`src/rtl/f_pc_ctrl.sv`:
```
// Fetch-stage PC controller: fetches through imem into a registered F slot with a
// one-entry skid buffer, handling branch redirects, exception flushes and illegal fetch addresses.
module f_pc_ctrl #(
  parameter logic [31:0] RESET_PC  = 32'h0000_3000,
  parameter logic [31:0] EXC_ENTRY = 32'h0000_4180,
  parameter logic [31:0] PC_LO     = 32'h0000_3000,
  parameter logic [31:0] PC_HI     = 32'h0000_6ffc
) (
  input  logic        clk,
  input  logic        reset,
  input  logic        stall,
  input  logic        req,
  input  logic        eret,
  input  logic [31:0] epc,
  input  logic        redirect_valid,
  input  logic [31:0] redirect_pc,
  output logic        imem_req,
  output logic [31:0] imem_addr,
  input  logic        imem_ready,
  input  logic [31:0] imem_rdata,
  output logic [31:0] f_pc,
  output logic [31:0] f_instr,
  output logic        f_valid,
  output logic        f_exc_adel
);

  typedef enum logic {S_REQ = 1'b0, S_FULL = 1'b1} state_t;

  state_t      state_q, state_d;
  logic [31:0] pc_q, pc_d;
  logic [31:0] skid_pc_q, skid_pc_d;
  logic [31:0] skid_instr_q, skid_instr_d;
  logic        skid_exc_q, skid_exc_d;
  logic        pend_q, pend_d;
  logic [31:0] pend_pc_q, pend_pc_d;
  logic [31:0] f_pc_q, f_pc_d;
  logic [31:0] f_instr_q, f_instr_d;
  logic        f_valid_q, f_valid_d;
  logic        f_exc_q, f_exc_d;

  logic        pc_legal;
  logic        fetch_done;
  logic        accept;
  logic [31:0] done_instr;
  logic [31:0] pc_adv;

  always_comb begin
    pc_legal   = (pc_q[1:0] == 2'b00) && (pc_q >= PC_LO) && (pc_q <= PC_HI);
    imem_req   = (state_q == S_REQ) && pc_legal;
    imem_addr  = pc_q;
    // An illegal address completes on its own without waiting for imem.
    fetch_done = (state_q == S_REQ) && (!pc_legal || imem_ready);
    done_instr = pc_legal ? imem_rdata : '0;
    accept     = f_valid_q && !stall;
    pc_adv     = pend_q ? pend_pc_q : pc_q + 32'd4;
  end

  always_comb begin
    state_d      = state_q;
    pc_d         = pc_q;
    skid_pc_d    = skid_pc_q;
    skid_instr_d = skid_instr_q;
    skid_exc_d   = skid_exc_q;
    pend_d       = pend_q;
    pend_pc_d    = pend_pc_q;
    f_pc_d       = f_pc_q;
    f_instr_d    = f_instr_q;
    f_valid_d    = f_valid_q;
    f_exc_d      = f_exc_q;

    if (req || eret) begin
      pc_d      = req ? EXC_ENTRY : epc;
      state_d   = S_REQ;
      f_valid_d = 1'b0;
      pend_d    = 1'b0;
    end else if (redirect_valid && f_valid_q) begin
      // Delay slot is leaving F: drop skid and any same-cycle completion.
      pc_d    = redirect_pc;
      state_d = S_REQ;
      pend_d  = 1'b0;
      if (accept) f_valid_d = 1'b0;
    end else begin
      if (redirect_valid) begin
        pend_d    = 1'b1;
        pend_pc_d = redirect_pc;
      end
      if (state_q == S_FULL) begin
        if (accept) begin
          f_pc_d    = skid_pc_q;
          f_instr_d = skid_instr_q;
          f_exc_d   = skid_exc_q;
          state_d   = S_REQ;
        end
      end else if (fetch_done) begin
        if (!f_valid_q || accept) begin
          f_pc_d    = pc_q;
          f_instr_d = done_instr;
          f_exc_d   = !pc_legal;
          f_valid_d = 1'b1;
        end else begin
          skid_pc_d    = pc_q;
          skid_instr_d = done_instr;
          skid_exc_d   = !pc_legal;
          state_d      = S_FULL;
        end
        // A completion coinciding with the redirect is itself the delay slot.
        pc_d   = redirect_valid ? redirect_pc : pc_adv;
        pend_d = 1'b0;
      end else if (accept) begin
        f_valid_d = 1'b0;
      end
    end
  end

  always_ff @(posedge clk) begin
    if (!reset) begin
      state_q      <= S_REQ;
      pc_q         <= RESET_PC;
      skid_pc_q    <= '0;
      skid_instr_q <= '0;
      skid_exc_q   <= 1'b0;
      pend_q       <= 1'b0;
      pend_pc_q    <= '0;
      f_pc_q       <= RESET_PC;
      f_instr_q    <= '0;
      f_valid_q    <= 1'b0;
      f_exc_q      <= 1'b0;
    end else begin
      state_q      <= state_d;
      pc_q         <= pc_d;
      skid_pc_q    <= skid_pc_d;
      skid_instr_q <= skid_instr_d;
      skid_exc_q   <= skid_exc_d;
      pend_q       <= pend_d;
      pend_pc_q    <= pend_pc_d;
      f_pc_q       <= f_pc_d;
      f_instr_q    <= f_instr_d;
      f_valid_q    <= f_valid_d;
      f_exc_q      <= f_exc_d;
    end
  end

  assign f_pc       = f_pc_q;
  assign f_instr    = f_instr_q;
  assign f_valid    = f_valid_q;
  assign f_exc_adel = f_exc_q;

endmodule

```
`config.mk`:
```
export PLATFORM = sky130hd
export DESIGN_NAME = f_pc_ctrl
export DESIGN_NICKNAME = d
export VERILOG_FILES = /design/src/rtl/f_pc_ctrl.sv
export SDC_FILE = /design/constraint.sdc
export NUM_CORES = 1
export LEC_CHECK = 0
export ABC_AREA = 1
export BUFFER_PORTS_ARGS = -buffer_cell sky130_fd_sc_hd__buf_4
export CAP_MARGIN = 30
export CORE_MARGIN = 2
export CORE_UTILIZATION = 45
export CTS_CLUSTER_DIAMETER = 120
export DETAILED_ROUTE_END_ITERATION = 10
export GPL_TIMING_DRIVEN = 0
export PLACE_DENSITY_LB_ADDON = 0.05
export REMOVE_ABC_BUFFERS = 1
export SYNTH_ARGS = -nofsm -noshare
export SYNTH_HDL_FRONTEND = slang
export SYNTH_SLANG_ARGS = --single-unit
```
`constraint.sdc`:
```
create_clock -name clk -period 5 [get_ports clk]
set_input_delay 0.25 -clock clk [delete_from_list [all_inputs] [get_ports clk]]
set_output_delay 0.25 -clock clk [all_outputs]
set_load 0.005 [all_outputs]
```
; ---- Word-level counts from Yosys, hierarchy flattened
; Index checks and enable logic that the tools add are counted.
[totals]
out_inout_bits = 99
elab_cells = 78
reg_bits = 197
input_bits = 103
[classes]
n_lt_le_gt_ge = 2
n_bitwise = 5
eq_ne = 4
mux = 32
reduce_logical = 23
addsub = 1
[ops]
columns = op, n
row1 = 32-bit 2-to-1 mux, 16
row2 = 32-bit by 3-bit adder with 32-bit output (second input constant), 1
row3 = 32-bit by 14-bit greater-or-equal comparator with 1-bit output (second input constant), 1
row4 = 32-bit by 15-bit less-or-equal comparator with 1-bit output (second input constant), 1
row5 = 1-bit 2-to-1 mux, 16
row6 = 5-bit AND reduction, 2
row7 = 1-bit logical AND, 6
row8 = 3-bit by 1-bit inequality test with 1-bit output (second input constant), 2
row9 = 1-bit inverter, 5
row10 = 2-bit by 1-bit inequality test with 1-bit output (second input constant), 2
row11 = 2-bit AND reduction, 2
row12 = 2-bit nonzero test, 2
row13 = 1-bit zero test, 3
row14 = 1-bit logical OR, 3
row15 = 3-bit AND reduction, 1
row16 = 3-bit nonzero test, 1
row17 = 3-bit OR reduction, 1
row18 = 2-bit zero test, 1
row19 = 2-bit OR reduction, 1

; ---- Longest topological paths before layout
[logic_depth]
word_depth = 10
depth_mapped = 12
ltp_nobuf = 12

; ---- Worst setup path after synthesis
; No wires, ideal clock.
[synth_path]
kind = register to register
start = register pc_q[3] (netlist: imem_addr[3])
end = register pc_q[14] (netlist: imem_addr[14])
setup_ns = 0.117
required_ns = 4.883
synth_period_minus_slack_ns = 1.677
setup_slack_ns = 3.323
path_stages_with_launch = 13
t_arrival_ns = 1.559
path_buffers = 0
cell_sequence = dfxtp_1 -> ha_1 -> nand2_1 -> nor2_1 -> nand2_1 -> nor2_1 -> nand2_1 -> nand3_1 -> nand2_1 -> nand2_1 -> nand2_1 -> nor2_1 -> nor2_1
[synth_between]
elab_chain_len = 8
elab_cells_between_ends = 16
classes_between = add/sub (1) / order compare (2) / mux (6) / reduce/logical (7)
[synth_lines]
columns = element, line_no
row1 = start: declaration, 30  ; logic [31:0] pc_q, pc_d;
row2 = start signal: assignment, 130  ; pc_q <= pc_d;
row3 = branches (longest 8 deep; another with 32-bit by 3-bit adder with 32-bit output), -
; Several ways; the timed one is not identified. The select of a mux whose other input is x is not followed.
; A chain may end at the register's enable or synchronous reset.

; ---- Worst setup path after layout
[layout_path]
start = register pc_q[12] (netlist: imem_addr[12])
end = register f_instr_q[27] (netlist: f_instr[27])
[layout_between]
elab_chain_len = 8
elab_cells_between_ends = 13
classes_between = order compare (2) / mux (4) / reduce/logical (7)
[layout_lines]
columns = element, line_no
row1 = 32-bit by 14-bit greater-or-equal comparator with 1-bit output, 48  ; pc_legal = (pc_q[1:0] == 2'b00) && (pc_q >= PC_LO) && (pc_q <= PC_HI);
row2 = 1-bit logical AND, 48
row3 = 1-bit logical AND *, 48
row4 = 1-bit zero test, 52  ; fetch_done = (state_q == S_REQ) && (!pc_legal || imem_ready);
row5 = 1-bit logical OR, 52
row6 = 1-bit logical AND, 52
row7 = 2-bit nonzero test (no source line), -
row8 = 5-bit AND reduction (no source line), -
row9 = end signal: assignment, 137  ; f_instr_q <= f_instr_d;
row10 = end: declaration, 37  ; logic [31:0] f_instr_q, f_instr_d;
; Every way passes the cells marked *; elsewhere a longest branch is shown, timed or not. The select of a mux whose other input is x is not followed.

==> impl_metrics.py <==
metrics = {
    "outcome": {
        "status": "completed",
    },
    "grt": {
        "antenna_found_initial": 0,
        "grt_pass1_vias": 9630,
        "grt_max_degree": 91,
        "grt_pass1_wl_um": 50600,
        "grt_usage": 0.261,
        "grt_overflow_total": 0,
    },
    "power": {
        "power_leakage_nw": 5.88,
        "power_w": 0.00368,
        "irDropWorstVdd_mv": 0.240,
        "power.density_nw_per_um2": 293,
    },
    "clocking": {
        "cts_sinks": 197,
        "h-tree-depth": 4,
        "root_buffer": "clkbuf_16",
        "insertion_delay_ns": 0.44,
        "cts_tree": "built",
        "cts_buffers": 17,
        "ctsHoldBuffers": 0,
        "clock_path_buffers": 2,
        "clk_pin_slew_worst_paths_ns": 0.08,
        "cts_resized": 0,
        "cts_setup_buffers": 0,
    },
    "placed_design": {
        "placed_area_um2": 12000,
        "gp_congestion": 0.905,
        "dp_slack_ns": 1.56,
        "dp_hpwl_um": 21000,
        "portBuffers": 201,
    },
    "timing": {
        "worst_pin_slew_ns": 0.972,
        "setup_viol": 0,
        "relSlewSlack": 0.350,
        "hold_viol": 0,
        "fmax_ghz": 0.291,
        "slew_violations": 0,
        "fin_skew_ns": 0.0128,
        "final.setup.worst_slack_ns": 1.56,
        "min_period_over_period": 0.688,
        "finalCriticalPeriod_ns": 3.44,
        "rsz0062_at_grt": "false",
    },
    "drt": {
        "wl_per_cell_um": 15.0,
        "dr.first_iter.drc_count": 916,
        "ant_nets": 0,
        "via_count": 10748,
        "vias_per_cell": 5.11,
        "drc_errors": 0,
        "firstDrtPassIters": 5,
        "wl_um": 31600,
    },
    "yosys": {
        "ys_ff_latch": 197,
        "yosysUniqueCellTypes": 28,
        "netlist_area_um2": 10300,
        "yosysSeqAreaShare": 0.382,
        "synth_area_leaders": "dfxtp_1 (38%), nand2_1 (17%), nor2_1 (13%)",
        "synth_cells": 1685,
        "yosysTopAreaCellShare": 0.382,
        "yosysWarnings": 0,
        "yosysTopAreaCell": "dfxtp_1",
        "synth_area_per_cell_um2": 6.13,
    },
    "cells_and_area": {
        "stdcell_area_um2": 12600,
        "syn_to_final_growth_pct": 21.7,
        "drive_gt1_frac": 0.143,
        "nets": 1912,
        "diodes": 0,
    },
    "floorplan": {
        "placementRows": 55,
        "num_io_pins": 202,
        "fp.dieH_um": 155,
        "core_area_um2": 22600,
        "start_util": 0.458,
        "dieWidth_um": 155,
        "dieArea_um2": 24200,
    },
    "worst_setup_path": {
        "slowest_stage": "nand2_2",
        "max_stage_delay_ns": 0.62,
        "worstPathRequired_ns": 5.33,
        "path_class": "reg -> reg",
        "start_kind": "register",
        "cp.arrival_ns": 3.77,
        "critPathMaxFanout": 46,
        "end_kind": "register",
        "path_cells": "nand2_1 > nand3_2 > nand3_2 > nor2_4 > buf_12 > nand3_2 > nand2_2 > inv_2 > buf_12 > o21bai_1 > nor2_1",
        "critPathMostFrequentCell": "nand3_2",
    },
    "run": {
        "cap_violations": 0,
    },
    "min_path": {
        "hold_class": "in -> reg",
    },
}
-- layout by cell type (no fill, tap or decap) --
master / count
nand2_1: 455
nor2_1: 369
buf_4: 201
dfxtp_1: 196
a21oi_1: 188
inv_1: 125
o21ai_0: 92
nand3_1: 83
o21bai_1: 27
clkbuf_16: 17
o21ai_1: 9
o211ai_1: 7
buf_12: 5
buf_16: 5
clkinv_2: 4
inv_8: 4
nand3_2: 3
inv_2: 3
inv_6: 3
nor3_1: 2
nor2_4: 2
nand2_2: 2
nand2_4: 2
a211oi_1: 2
ha_1: 2
bufinv_16: 2
clkinv_8: 2
nand4_4: 1
nand4_1: 1
a221oi_1: 1
clkinv_4: 1
clkinvlp_4: 1
buf_8: 1
buf_6: 1
dfxtp_4: 1
-- cells by family after synthesis --
kind of cell | synth area share
AND/OR/NAND/NOR | 0.351
flip-flops | 0.382
adder cells (fa/ha/maj) | 0.00242
AO/OA/AOI/OAI | 0.167
buffers and inverters | 0.0976
-- routing by layer --
metal,track usage,share of wire
met3,0.0487,0.071
met2,0.399,0.44
met5,0,0
met1,0.372,0.47
met4,0.0795,0.023
-- layout make-up --
class                           count  area [µm²]
Timing Repair Buffer              213        1770
Clock buffer                       17         425
Clock inverter                     15         190
Fill cell                        2293       10000
Multi-Input combinational cell   1248        5380
Tap cell                          285         357
Inverter                          130         490
Sequential cell                   197        3950
-- per-stage QoR --
stage	setup TNS, ns	hold slack, ns	instances	util
after CTS	0	0.0373	2105	0.557
after global placement	-310.48	0.440	2061	0.517
after floorplan	0	0.334	1575	-
after global routing	0	0.0523	2105	0.557
final	0	0.0460	2105	0.557
after detailed placement	0	0.449	2073	0.529
-- synthesized netlist by cell type --
cell type / n
o21bai_1: 27
buf_1: 18
buf_4: 16
nand2_4: 2
nand3_1: 83
nand2_1: 455
o21ai_1: 9
clkbuf_1: 48
nand4_2: 1
inv_2: 3
buf_6: 2
nor2_4: 2
a21oi_1: 188
a221oi_1: 1
o21ai_0: 92
ha_1: 2
nand4_1: 1
clkinv_1: 2
a211oi_1: 2
dfxtp_1: 197
nor2_1: 369
nor3_1: 2
o211ai_1: 7
inv_1: 125
clkbuf_2: 2
buf_2: 24
nand3_2: 3
nand2_2: 2
-- worst max-delay path: cells and delay by family (launching register included) --
kind	cells	cell delay [ns]
buffers and inverters	3	0.93
DFF	1	0.55
AOI/OAI and AO/OA	1	0.16
and+or+nand+nor	7	1.63
-- state kept, by name (all words and copies together) (netlist names) --
name,count
state_q,1
f_valid,1
skid_pc_q,32
skid_instr_q,32
imem_addr,32
f_instr,32
f_exc_adel,1
skid_exc_q,1
pend_q,1
f_pc,32
pend_pc_q,32
-- report_power, final --
group	total [W]	internal, W	switching [W]
Sequential	0.00170	0.00163	0.0000634
Combinational	0.000517	0.000226	0.000291
Clock	0.00146	0.000765	0.000696
Total	0.00368	0.00263	0.00105
-- path summary, 6_finish.rpt --
path	startpoint	to	slack [ns]	cells past startpoint
min reg2reg	pend_pc_q[8]	pend_pc_q[8]	0.46	2
min	imem_rdata[9]	skid_instr_q[9]	0.05	3
max	imem_addr[12]	f_instr[27]	1.56	11
max reg2reg	imem_addr[12]	f_instr[27]	1.56	11
Power figures use the tool's default switching activity.
